File: config.mk
export PLATFORM = sky130hd
export DESIGN_NAME = crypto_core_mc
export DESIGN_NICKNAME = d
export VERILOG_FILES = /design/src/rtl/crypto_core_mc.sv
export SDC_FILE = /design/constraint.sdc
export NUM_CORES = 1
export LEC_CHECK = 0
export BUFFER_PORTS_ARGS = -buffer_cell sky130_fd_sc_hd__clkbuf_2
export CORE_UTILIZATION = 40
export DETAILED_ROUTE_END_ITERATION = 8
export SLEW_MARGIN = 25
export SYNTH_ARGS = -nofsm -noshare
export SYNTH_HDL_FRONTEND = slang
export SYNTH_SLANG_ARGS = --single-unit
export TNS_END_PERCENT = 100
File: constraint.sdc
create_clock -name clk -period 4.5 [get_ports clk]
set_clock_uncertainty 0.2 [all_clocks]
set_input_delay 0.9 -clock clk [delete_from_list [all_inputs] [get_ports clk]]
set_output_delay 0.9 -clock clk [all_outputs]
set_load 0.01 [all_outputs]
File: src/rtl/crypto_core_mc.sv
// crypto_core_mc: parametrised multi-cycle core with start/halt run control,
// rotate ops, load-immediate, branch/jump and a ready/ack data-memory port
// that tolerates wait states.
//
// Ports:
//   clk         clock, all state on rising edge
//   reset       synchronous, active-high
//   start       begin execution from IDLE or HALTED (ignored while busy)
//   imem_addr   instruction address (= pc)
//   imem_data   instruction word, combinational from imem_addr
//   dmem_req    data access request, held until dmem_ack
//   dmem_we     1 = store, 0 = load
//   dmem_addr   data address (rs1 + rs2, low ADDR_W bits)
//   dmem_wdata  store data (rd)
//   dmem_rdata  load data, valid in ack cycle
//   dmem_ack    access complete this cycle
//   busy        high in FETCH/EXEC/MEM
//   halted      high in HALTED
//   retired     one-cycle pulse per completed instruction
//
// state   | meaning
// --------+-----------------------------------------------
// IDLE    | out of reset, waiting for start
// FETCH   | latch instruction word into IR
// EXEC    | execute; ALU/LDI/branch retire, LD/ST go to MEM
// MEM     | data access outstanding, outputs held until ack
// HALTED  | HALT executed, registers kept, start restarts at 0
module crypto_core_mc #(
    parameter int DATA_W = 8,
    parameter int PC_W   = 8,
    parameter int ADDR_W = 8
) (
    input  logic              clk,
    input  logic              reset,
    input  logic              start,
    output logic [PC_W-1:0]   imem_addr,
    input  logic [15:0]       imem_data,
    output logic              dmem_req,
    output logic              dmem_we,
    output logic [ADDR_W-1:0] dmem_addr,
    output logic [DATA_W-1:0] dmem_wdata,
    input  logic [DATA_W-1:0] dmem_rdata,
    input  logic              dmem_ack,
    output logic              busy,
    output logic              halted,
    output logic              retired
);

    localparam logic [2:0] ST_IDLE   = 3'd0;
    localparam logic [2:0] ST_FETCH  = 3'd1;
    localparam logic [2:0] ST_EXEC   = 3'd2;
    localparam logic [2:0] ST_MEM    = 3'd3;
    localparam logic [2:0] ST_HALTED = 3'd4;

    localparam logic [3:0] OP_ADD  = 4'h1;
    localparam logic [3:0] OP_SUB  = 4'h2;
    localparam logic [3:0] OP_XOR  = 4'h3;
    localparam logic [3:0] OP_AND  = 4'h4;
    localparam logic [3:0] OP_OR   = 4'h5;
    localparam logic [3:0] OP_ROL  = 4'h6;
    localparam logic [3:0] OP_ROR  = 4'h7;
    localparam logic [3:0] OP_LD   = 4'h8;
    localparam logic [3:0] OP_ST   = 4'h9;
    localparam logic [3:0] OP_LDI  = 4'hA;
    localparam logic [3:0] OP_BEQZ = 4'hB;
    localparam logic [3:0] OP_JMP  = 4'hC;
    localparam logic [3:0] OP_HALT = 4'hF;

    // Effective address is formed at DATA_W and widened if the data bus
    // address is wider than the datapath.
    localparam int              EA_W   = (ADDR_W > DATA_W) ? ADDR_W : DATA_W;
    localparam logic [DATA_W-1:0] DW_VAL = DATA_W'(DATA_W);

    logic [2:0]        state;
    logic [PC_W-1:0]   pc;
    logic [15:0]       ir;
    logic [DATA_W-1:0] regs [16];

    logic [3:0]          op;
    logic [3:0]          rd_idx;
    logic [3:0]          rs1_idx;
    logic [3:0]          rs2_idx;
    logic [7:0]          imm8;
    logic [DATA_W-1:0]   rd_val;
    logic [DATA_W-1:0]   rs1_val;
    logic [DATA_W-1:0]   rs2_val;
    logic [DATA_W-1:0]   rot_amt;
    logic [2*DATA_W-1:0] rot_l;
    logic [2*DATA_W-1:0] rot_r;
    logic [DATA_W-1:0]   alu_res;
    logic [DATA_W-1:0]   imm_ext;
    logic [DATA_W-1:0]   ea_sum;
    logic [EA_W-1:0]     ea_wide;
    logic [PC_W-1:0]     pc_inc;
    logic [PC_W-1:0]     pc_imm;

    assign op      = ir[15:12];
    assign rd_idx  = ir[11:8];
    assign rs1_idx = ir[7:4];
    assign rs2_idx = ir[3:0];
    assign imm8    = ir[7:0];

    assign rd_val  = regs[rd_idx];
    assign rs1_val = regs[rs1_idx];
    assign rs2_val = regs[rs2_idx];

    assign imm_ext = DATA_W'(imm8);
    assign pc_imm  = imm8[PC_W-1:0];
    assign pc_inc  = pc + PC_W'(1);
    assign ea_sum  = rs1_val + rs2_val;
    assign ea_wide = EA_W'(ea_sum);

    assign imem_addr = pc;
    assign busy      = (state == ST_FETCH) || (state == ST_EXEC) || (state == ST_MEM);
    assign halted    = (state == ST_HALTED);

    always_comb begin
        // Rotates use a doubled operand so one shift covers both halves.
        rot_amt = rs2_val % DW_VAL;
        rot_l   = {rs1_val, rs1_val} << rot_amt;
        rot_r   = {rs1_val, rs1_val} >> rot_amt;
        alu_res = '0;
        case (op)
            OP_ADD:  alu_res = rs1_val + rs2_val;
            OP_SUB:  alu_res = rs1_val - rs2_val;
            OP_XOR:  alu_res = rs1_val ^ rs2_val;
            OP_AND:  alu_res = rs1_val & rs2_val;
            OP_OR:   alu_res = rs1_val | rs2_val;
            OP_ROL:  alu_res = rot_l[2*DATA_W-1:DATA_W];
            OP_ROR:  alu_res = rot_r[DATA_W-1:0];
            default: alu_res = '0;
        endcase
    end

    always_ff @(posedge clk) begin
        if (reset) begin
            state      <= ST_IDLE;
            pc         <= '0;
            ir         <= '0;
            dmem_req   <= 1'b0;
            dmem_we    <= 1'b0;
            dmem_addr  <= '0;
            dmem_wdata <= '0;
            retired    <= 1'b0;
            for (int i = 0; i < 16; i++) begin
                regs[i] <= '0;
            end
        end else begin
            retired <= 1'b0;
            case (state)
                ST_IDLE: begin
                    if (start) begin
                        state <= ST_FETCH;
                    end
                end
                ST_FETCH: begin
                    ir    <= imem_data;
                    state <= ST_EXEC;
                end
                ST_EXEC: begin
                    case (op)
                        OP_ADD, OP_SUB, OP_XOR, OP_AND, OP_OR, OP_ROL, OP_ROR: begin
                            regs[rd_idx] <= alu_res;
                            pc           <= pc_inc;
                            retired      <= 1'b1;
                            state        <= ST_FETCH;
                        end
                        OP_LD, OP_ST: begin
                            dmem_addr <= ea_wide[ADDR_W-1:0];
                            dmem_we   <= (op == OP_ST);
                            if (op == OP_ST) begin
                                dmem_wdata <= rd_val;
                            end
                            dmem_req  <= 1'b1;
                            state     <= ST_MEM;
                        end
                        OP_LDI: begin
                            regs[rd_idx] <= imm_ext;
                            pc           <= pc_inc;
                            retired      <= 1'b1;
                            state        <= ST_FETCH;
                        end
                        OP_BEQZ: begin
                            pc      <= (rd_val == '0) ? pc_imm : pc_inc;
                            retired <= 1'b1;
                            state   <= ST_FETCH;
                        end
                        OP_JMP: begin
                            pc      <= pc_imm;
                            retired <= 1'b1;
                            state   <= ST_FETCH;
                        end
                        OP_HALT: begin
                            retired <= 1'b1;
                            state   <= ST_HALTED;
                        end
                        default: begin
                            // NOP and the reserved opcodes D/E
                            pc      <= pc_inc;
                            retired <= 1'b1;
                            state   <= ST_FETCH;
                        end
                    endcase
                end
                ST_MEM: begin
                    if (dmem_ack) begin
                        if (!dmem_we) begin
                            regs[rd_idx] <= dmem_rdata;
                        end
                        dmem_req <= 1'b0;
                        pc       <= pc_inc;
                        retired  <= 1'b1;
                        state    <= ST_FETCH;
                    end
                end
                ST_HALTED: begin
                    if (start) begin
                        pc    <= '0;
                        state <= ST_FETCH;
                    end
                end
                default: begin
                    state <= ST_IDLE;
                end
            endcase
        end
    end

endmodule

==> impl_metrics.py, run 1 <==
metrics = {
    "clock_network": {
        "cts.htree.levels": 4,
        "hold_buffers": 0,
        "cts_root_buffer": "clkbuf_16",
        "cts.sinks": 186,
        "clkLatencyLatePin_ns": 0.45,
        "cts_inserted_buffers": 17,
        "cts_tree": "built",
        "clkTransAtPathRegs_ns": 0.08,
        "max-clock-path-buffers": 2,
    },
    "setup_path": {
        "path_class": "flip-flop to flip-flop",
        "worst-r2r-setup-slack_ns": 0.18,
        "start_kind": "flip-flop",
        "ff2ff_path_depth": 13,
        "endpoint": "regs[10][7]",
        "crit_path_max_fanout": 16,
        "cp_data_arrival_time_ns": 4.30,
        "worstSetupEndpointType": "flip-flop",
        "cp.required_ns": 4.48,
        "r2r-end": "regs[10][7]",
    },
    "layout": {
        "num_antenna_cells": 0,
        "multi_input_area_um2": 6450,
        "syn_to_final_growth_pct": 13.2,
        "final_area_um2": 13500,
        "num-fill-cells": 2670,
        "regArea_um2": 5010,
        "drive_gt1_frac": 0.258,
        "nets": 1174,
    },
    "yosys": {
        "syn_inst": 1060,
        "seq_area_frac_synth": 0.419,
        "synth_edf_count": 128,
        "yosysMostFrequentCell": "edfxtp_1",
        "ys_async_sr_fraction": 0,
        "syn_area_um2": 12000,
        "ys.flop_type": "edfxtp_1",
        "synth_top_area_share": 0.321,
        "synth-seq-cells": 186,
        "synth_top_area_cell": "edfxtp_1",
        "synthTopCellsByCount": "128 x edfxtp_1, 110 x nand2_1, 100 x mux4_2",
        "synth.distinct_cells": 77,
        "yosysWarnings": 0,
        "synth_area_leaders": "edfxtp_1 32%, mux4_2 19%, dfxtp_1 9.7%, nor3_1 3.5%, nand2_1 3.5%",
        "avgSynthCellArea_um2": 11.3,
        "syn_nets": 1114,
    },
    "floorplan": {
        "dieArea_um2": 30600,
        "num_rows": 62,
        "core-area_um2": 29100,
        "io_pins": 57,
        "chipWidth_um": 175,
        "fp.dieH_um": 175,
        "initial_core_util": 0.411,
    },
    "route": {
        "drc": 0,
        "via_per_inst": 6.50,
        "dr.pass1.iters": 8,
        "avgRoutedWirePerCell_um": 26.2,
        "antenna_left": 0,
        "totalWireLength_mm": 39.8,
        "initialDrtViolationCount": 1515,
        "num_vias": 9862,
    },
    "worst_hold_path": {
        "worst_hold_path_type": "flip-flop to flip-flop",
    },
    "grt": {
        "top_usage_layer": "met2",
        "grt_use_met1": 0.357,
        "grtUsageTotal": 0.266,
        "grt_util_met3": 0.0598,
        "use_met2": 0.415,
        "overflow": 0,
        "grt_max_degree": 52,
        "grt_pass1_vias": 9411,
        "grt_pass1_wl_mm": 60.1,
        "antenna_found_initial": 0,
    },
    "outcome": {
        "outcome": "finished clean",
    },
    "placed_design": {
        "dpl.hpwl_mm": 29.3,
        "gp_congestion": 1.05,
        "dpl_cell_area_um2": 12900,
        "portBuffers": 56,
    },
    "pwr": {
        "leakagePower_nw": 4.65,
        "power.total_mw": 4.56,
        "powerDensity_nw_per_um2": 337,
        "ir_drop_mv": 0.243,
    },
    "timing": {
        "rsz0062_at_grt": "false",
        "setup_violations": 0,
        "hold_slack_ns": 0.254,
        "slew_headroom": 0.318,
        "finalMaxSlewViolations": 0,
        "tightestPinTransition_ns": 1.02,
        "post-route-min-period_ns": 4.32,
        "tns_ns": 0,
        "min_period_over_period": 0.960,
        "max_clock_freq_mhz": 231,
        "hold_viol": 0,
    },
    "flow_run": {
        "maxCapViolations": 0,
    },
}
critical path, cell delays in order, from the launching register on:
cell	delay, ns
dfxtp_2	0.40
buf_12	0.18
buf_4	0.23
mux4_2	0.53
mux4_2	0.55
inv_1	0.09
ha_1	0.28
a31oi_1	0.18
o221ai_1	0.13
a21oi_1	0.34
o2111ai_1	0.32
nor4b_4	0.33
buf_12	0.20
nor3_1	0.07
cells in the final DEF (no fill, tap or decap), drive strengths merged, types with 4 or more instances in the layout:
cell type | Yosys | layout
a211oi | 4 | 4
a21o | 4 | 4
a21oi | 56 | 56
a221oi | 14 | 14
a22o | 5 | 5
a22oi | 26 | 26
a31oi | 21 | 21
and2 | 7 | 7
and3 | 7 | 7
buf | 33 | 63
clkbuf | 45 | 74
clkinv | 1 | 8
dfxtp | 58 | 58
edfxtp | 128 | 128
ha | 24 | 24
inv | 29 | 34
mux2i | 35 | 35
mux4 | 100 | 100
nand2 | 110 | 110
nand2b | 22 | 22
nand3 | 22 | 22
nand4 | 5 | 5
nor2 | 88 | 88
nor2b | 16 | 16
nor3 | 96 | 96
nor3b | 8 | 8
o2111ai | 4 | 4
o21ai | 19 | 19
o21bai | 6 | 6
o221ai | 5 | 5
or3 | 11 | 11
xnor2 | 5 | 5
cells by family after synthesis:
group,Yosys count,share of synthesized area
XOR/XNOR,6,0.00440
multiplexers,136,0.219
flip-flops,186,0.419
adder cells (fa/ha/maj),26,0.0285
AO/OA/AOI/OAI,191,0.115
buffers and inverters,108,0.0429
AND/OR/NAND/NOR,407,0.171
power by group:
group | internal (mW) | total [mW] | leakage [nW] | switching (mW)
Clock | 0.746 | 1.53 | 0.279 | 0.787
Sequential | 1.89 | 1.99 | 1.80 | 0.101
Combinational | 0.431 | 1.04 | 2.57 | 0.605
flip-flops by register name, summed over array words and instances (netlist names), named ones only:
register    cells
regs          128
ir             16
dmem_addr       8
dmem_wdata      8
imem_addr       8
state           3
dmem_req        1
dmem_we         1
retired         1
area by class of cell:
cell class,count,share of cell area
Inverter,30,0.00841
Timing Repair Buffer,119,0.0661
Tap cell,384,0.0355
Multi-Input combinational cell,766,0.477
Clock buffer,18,0.0317
Sequential cell,186,0.370
Clock inverter,14,0.0116
metal layers:
layer	share of wire	vias up
li1	-	4222
met1	0.40	4828
met2	0.45	702
met3	0.11	110
met4	0.042	0
met5	0	-
how the worst min path moves through the flow:
stage,startpoint,to,slack [ns],cells past startpoint
floorplan,ir[2],imem_addr[2],0.26,1
global placement,dmem_addr[4],dmem_addr[4],0.24,2
detailed placement,dmem_addr[3],dmem_addr[3],0.25,2
CTS,dmem_addr[3],dmem_addr[3],0.26,2
global route,dmem_addr[4],dmem_addr[4],0.29,2
finish,dmem_addr[3],dmem_addr[3],0.25,2
through the flow:
stage	instances	util	worst slack (ns)
2_1_floorplan	1060	-	0.0258
3_3_place_gp	1478	0.442	0.167
3_5_place_dp	1478	0.442	0.139
4_1_cts	1510	0.463	0.107
5_1_grt	1517	0.465	0.00318
6_report	1517	0.465	0.178
what timing repair did:
| item | 4_1_cts | 5_1_grt |
|---|---|---|
| buffers inserted | 0 | 7 |
| endpoints found under the setup margin | 0 | 82 |
| resized for setup | 0 | 6 |
Note: power is estimated with default switching activity, not from simulation.
==> run 2: changes to the inputs <==
Settings changed: GPL_TIMING_DRIVEN from default to 0.
==> run 2 against run 1 <==
Net effect:
- sequential share of layout area fell by 1.4 points
- sequential power is essentially flat
- core utilization rose by 1.8 points
- maximum frequency shrank 3.0%
- clock power is essentially flat
- combinational power rose by 17%
- die area unchanged
- routed wire length up 3.7%
- final cell count rose by 3.6%
- critical path type unchanged
==> impl_metrics.py, run 2 (synthesized netlist as in run 1, its figures left out) <==
metrics = {
    "outcome": {
        "outcome": "finished clean",
    },
    "layout": {
        "num-fill-cells": 2655,
        "final_cell_mix": "128 x edfxtp_1, 110 x nand2_1, 100 x mux4_2, 86 x nor2_1, 82 x nor3_1",
        "final_area_um2": 14100,
        "largestRegisters": "regs (128), ir (16)",
        "top_register": "regs",
        "syn_to_final_growth_pct": 17.5,
        "regArea_um2": 5010,
        "nets": 1228,
        "drive_gt1_frac": 0.277,
        "final_common_cell": "edfxtp_1",
        "multi_input_area_um2": 6640,
        "largest_reg_flops": 128,
        "num_antenna_cells": 0,
    },
    "floorplan": {
        "fp.dieH_um": 175,
        "chipWidth_um": 175,
        "io_pins": 57,
        "initial_core_util": 0.411,
        "core-area_um2": 29100,
        "dieArea_um2": 30600,
        "num_rows": 62,
    },
    "setup_path": {
        "cp_data_arrival_time_ns": 4.44,
        "crit_top_cell": "mux4_2",
        "path_class": "flip-flop to flip-flop",
        "cp.required_ns": 4.48,
        "r2r-end": "regs[4][7]",
        "crit_path_cell_trace": "buf_12, mux4_2, mux4_2, clkinv_4, ha_2, inv_1, o21bai_2, a21o_1, a2111oi_4, or3_1, a21oi_1, nor4b_4, buf_4, nor3_1",
        "cp_top_family": "multiplexers",
        "worstSetupEndpointType": "flip-flop",
        "ff2ff_path_depth": 14,
        "max_stage_delay_ns": 0.64,
        "worst-r2r-setup-slack_ns": 0.04,
        "slowest_stage": "mux4_2",
        "start_kind": "flip-flop",
        "crit_path_max_fanout": 10,
        "cp.buffers_inverters": 4,
    },
    "route": {
        "totalWireLength_mm": 41.3,
        "dr.pass1.iters": 7,
        "drc": 0,
        "avgRoutedWirePerCell_um": 26.3,
        "initialDrtViolationCount": 1271,
        "antenna_left": 0,
        "via_per_inst": 6.43,
        "num_vias": 10100,
    },
    "timing": {
        "hold_viol": 0,
        "tns_ns": 0,
        "finalMaxSlewViolations": 0,
        "setup_violations": 0,
        "max_clock_freq_mhz": 224,
        "slew_headroom": 0.305,
        "tightestPinTransition_ns": 1.04,
        "min_period_over_period": 0.990,
        "rsz0062_at_grt": "true",
        "post-route-min-period_ns": 4.46,
    },
    "clock_network": {
        "cts.sinks": 186,
        "hold_buffers": 0,
        "clkTransAtPathRegs_ns": 0.07,
        "cts_inserted_buffers": 17,
        "cts_tree": "built",
        "cts.htree.levels": 4,
        "clkLatencyLatePin_ns": 0.46,
        "cts_root_buffer": "clkbuf_16",
        "max-clock-path-buffers": 2,
    },
    "grt": {
        "grt_pass1_vias": 9545,
        "grtUsageTotal": 0.273,
        "grt_max_degree": 18,
        "overflow": 0,
        "antenna_found_initial": 0,
        "grt_pass1_wl_mm": 61.2,
    },
    "worst_hold_path": {
        "hold_depth": 2,
        "hp-start": "dmem_addr[4]",
        "worst_hold_path_type": "flip-flop to flip-flop",
        "hold_end": "dmem_addr[4]",
    },
    "pwr": {
        "leakagePower_nw": 4.82,
        "ir_drop_mv": 0.293,
        "power.total_mw": 4.73,
        "powerDensity_nw_per_um2": 337,
    },
    "placed_design": {
        "portBuffers": 56,
        "gp_congestion": 0.948,
        "dpl.hpwl_mm": 30.7,
        "dpl_cell_area_um2": 12700,
    },
    "flow_run": {
        "maxCapViolations": 0,
    },
}
[run 2: cell types whose count changed in the layout (fill, tap and decap cells not counted), sizes merged]
cell / delta
clkbuf: +44
bufbuf: +1
inv: +2
bufinv: +2
clkinvlp: +1
buf: +9
clkinv: -5
[run 2: area by class of cell]
type                       count  area share
sequential                   186       0.357
clock inverter                14      0.0113
buffer                        74      0.0355
multi-input combinational    766       0.472
timing repair buffer          99      0.0511
tap                          384      0.0342
clock buffer                  18      0.0305
inverter                      30     0.00855
[run 2: how the worst max path moves through the flow]
stage	startpoint	endpoint	slack (ns)	cells after the start
final	flip-flop	regs[4][7]	0.04	14
after global routing	flip-flop	regs[7][7]	-0.08	17
after CTS	flip-flop	regs[4][7]	0.004	14
after detailed placement	flip-flop	regs[10][7]	-1.06	16
after global placement	flip-flop	regs[6][7]	-1.11	16
after floorplan	flip-flop	regs[7][7]	0.03	16
[run 2: worst reg2reg max path, stage by stage, from the launching register on]
cell	delay [ns]
dfxtp_2	0.35
buf_12	0.15
mux4_2	0.55
mux4_2	0.64
clkinv_4	0.18
ha_2	0.34
inv_1	0.12
o21bai_2	0.11
a21o_1	0.23
a2111oi_4	0.38
or3_1	0.17
a21oi_1	0.11
nor4b_4	0.38
buf_4	0.23
nor3_1	0.06
[run 2: repair_timing]
item,CTS,global route
cloned,3,2
endpoints found under the setup margin,130,126
resized for setup,49,42
pin swaps,12,20
buffers inserted,21,17
[run 2: routing by layer]
| layer | track usage | vias up | routed length (um) |
|---|---|---|---|
| met2 | 0.450 | 605 | 19800 |
| li1 | - | 4338 | - |
| met3 | 0.0422 | 102 | 3170 |
| met4 | 0.104 | 0 | 1520 |
| met5 | 0 | - | 0 |
| met1 | 0.363 | 5062 | 16700 |
[run 2: report_power, final]
group | leakage [nW] | switching (mW) | internal, mW
Combinational | 2.75 | 0.700 | 0.517
Sequential | 1.79 | 0.0702 | 1.89
Clock | 0.282 | 0.726 | 0.833
[run 2: per-stage QoR]
step,std cells,hold slack (ns),setup WS (ns),util
after floorplan,1060,0.258,0.0258,-
after global placement,1500,0.241,-1.11,0.437
after detailed placement,1500,0.247,-1.06,0.437
after CTS,1553,0.256,0.00408,0.472
after global routing,1571,0.273,-0.0793,0.483
final,1571,0.251,0.0428,0.483
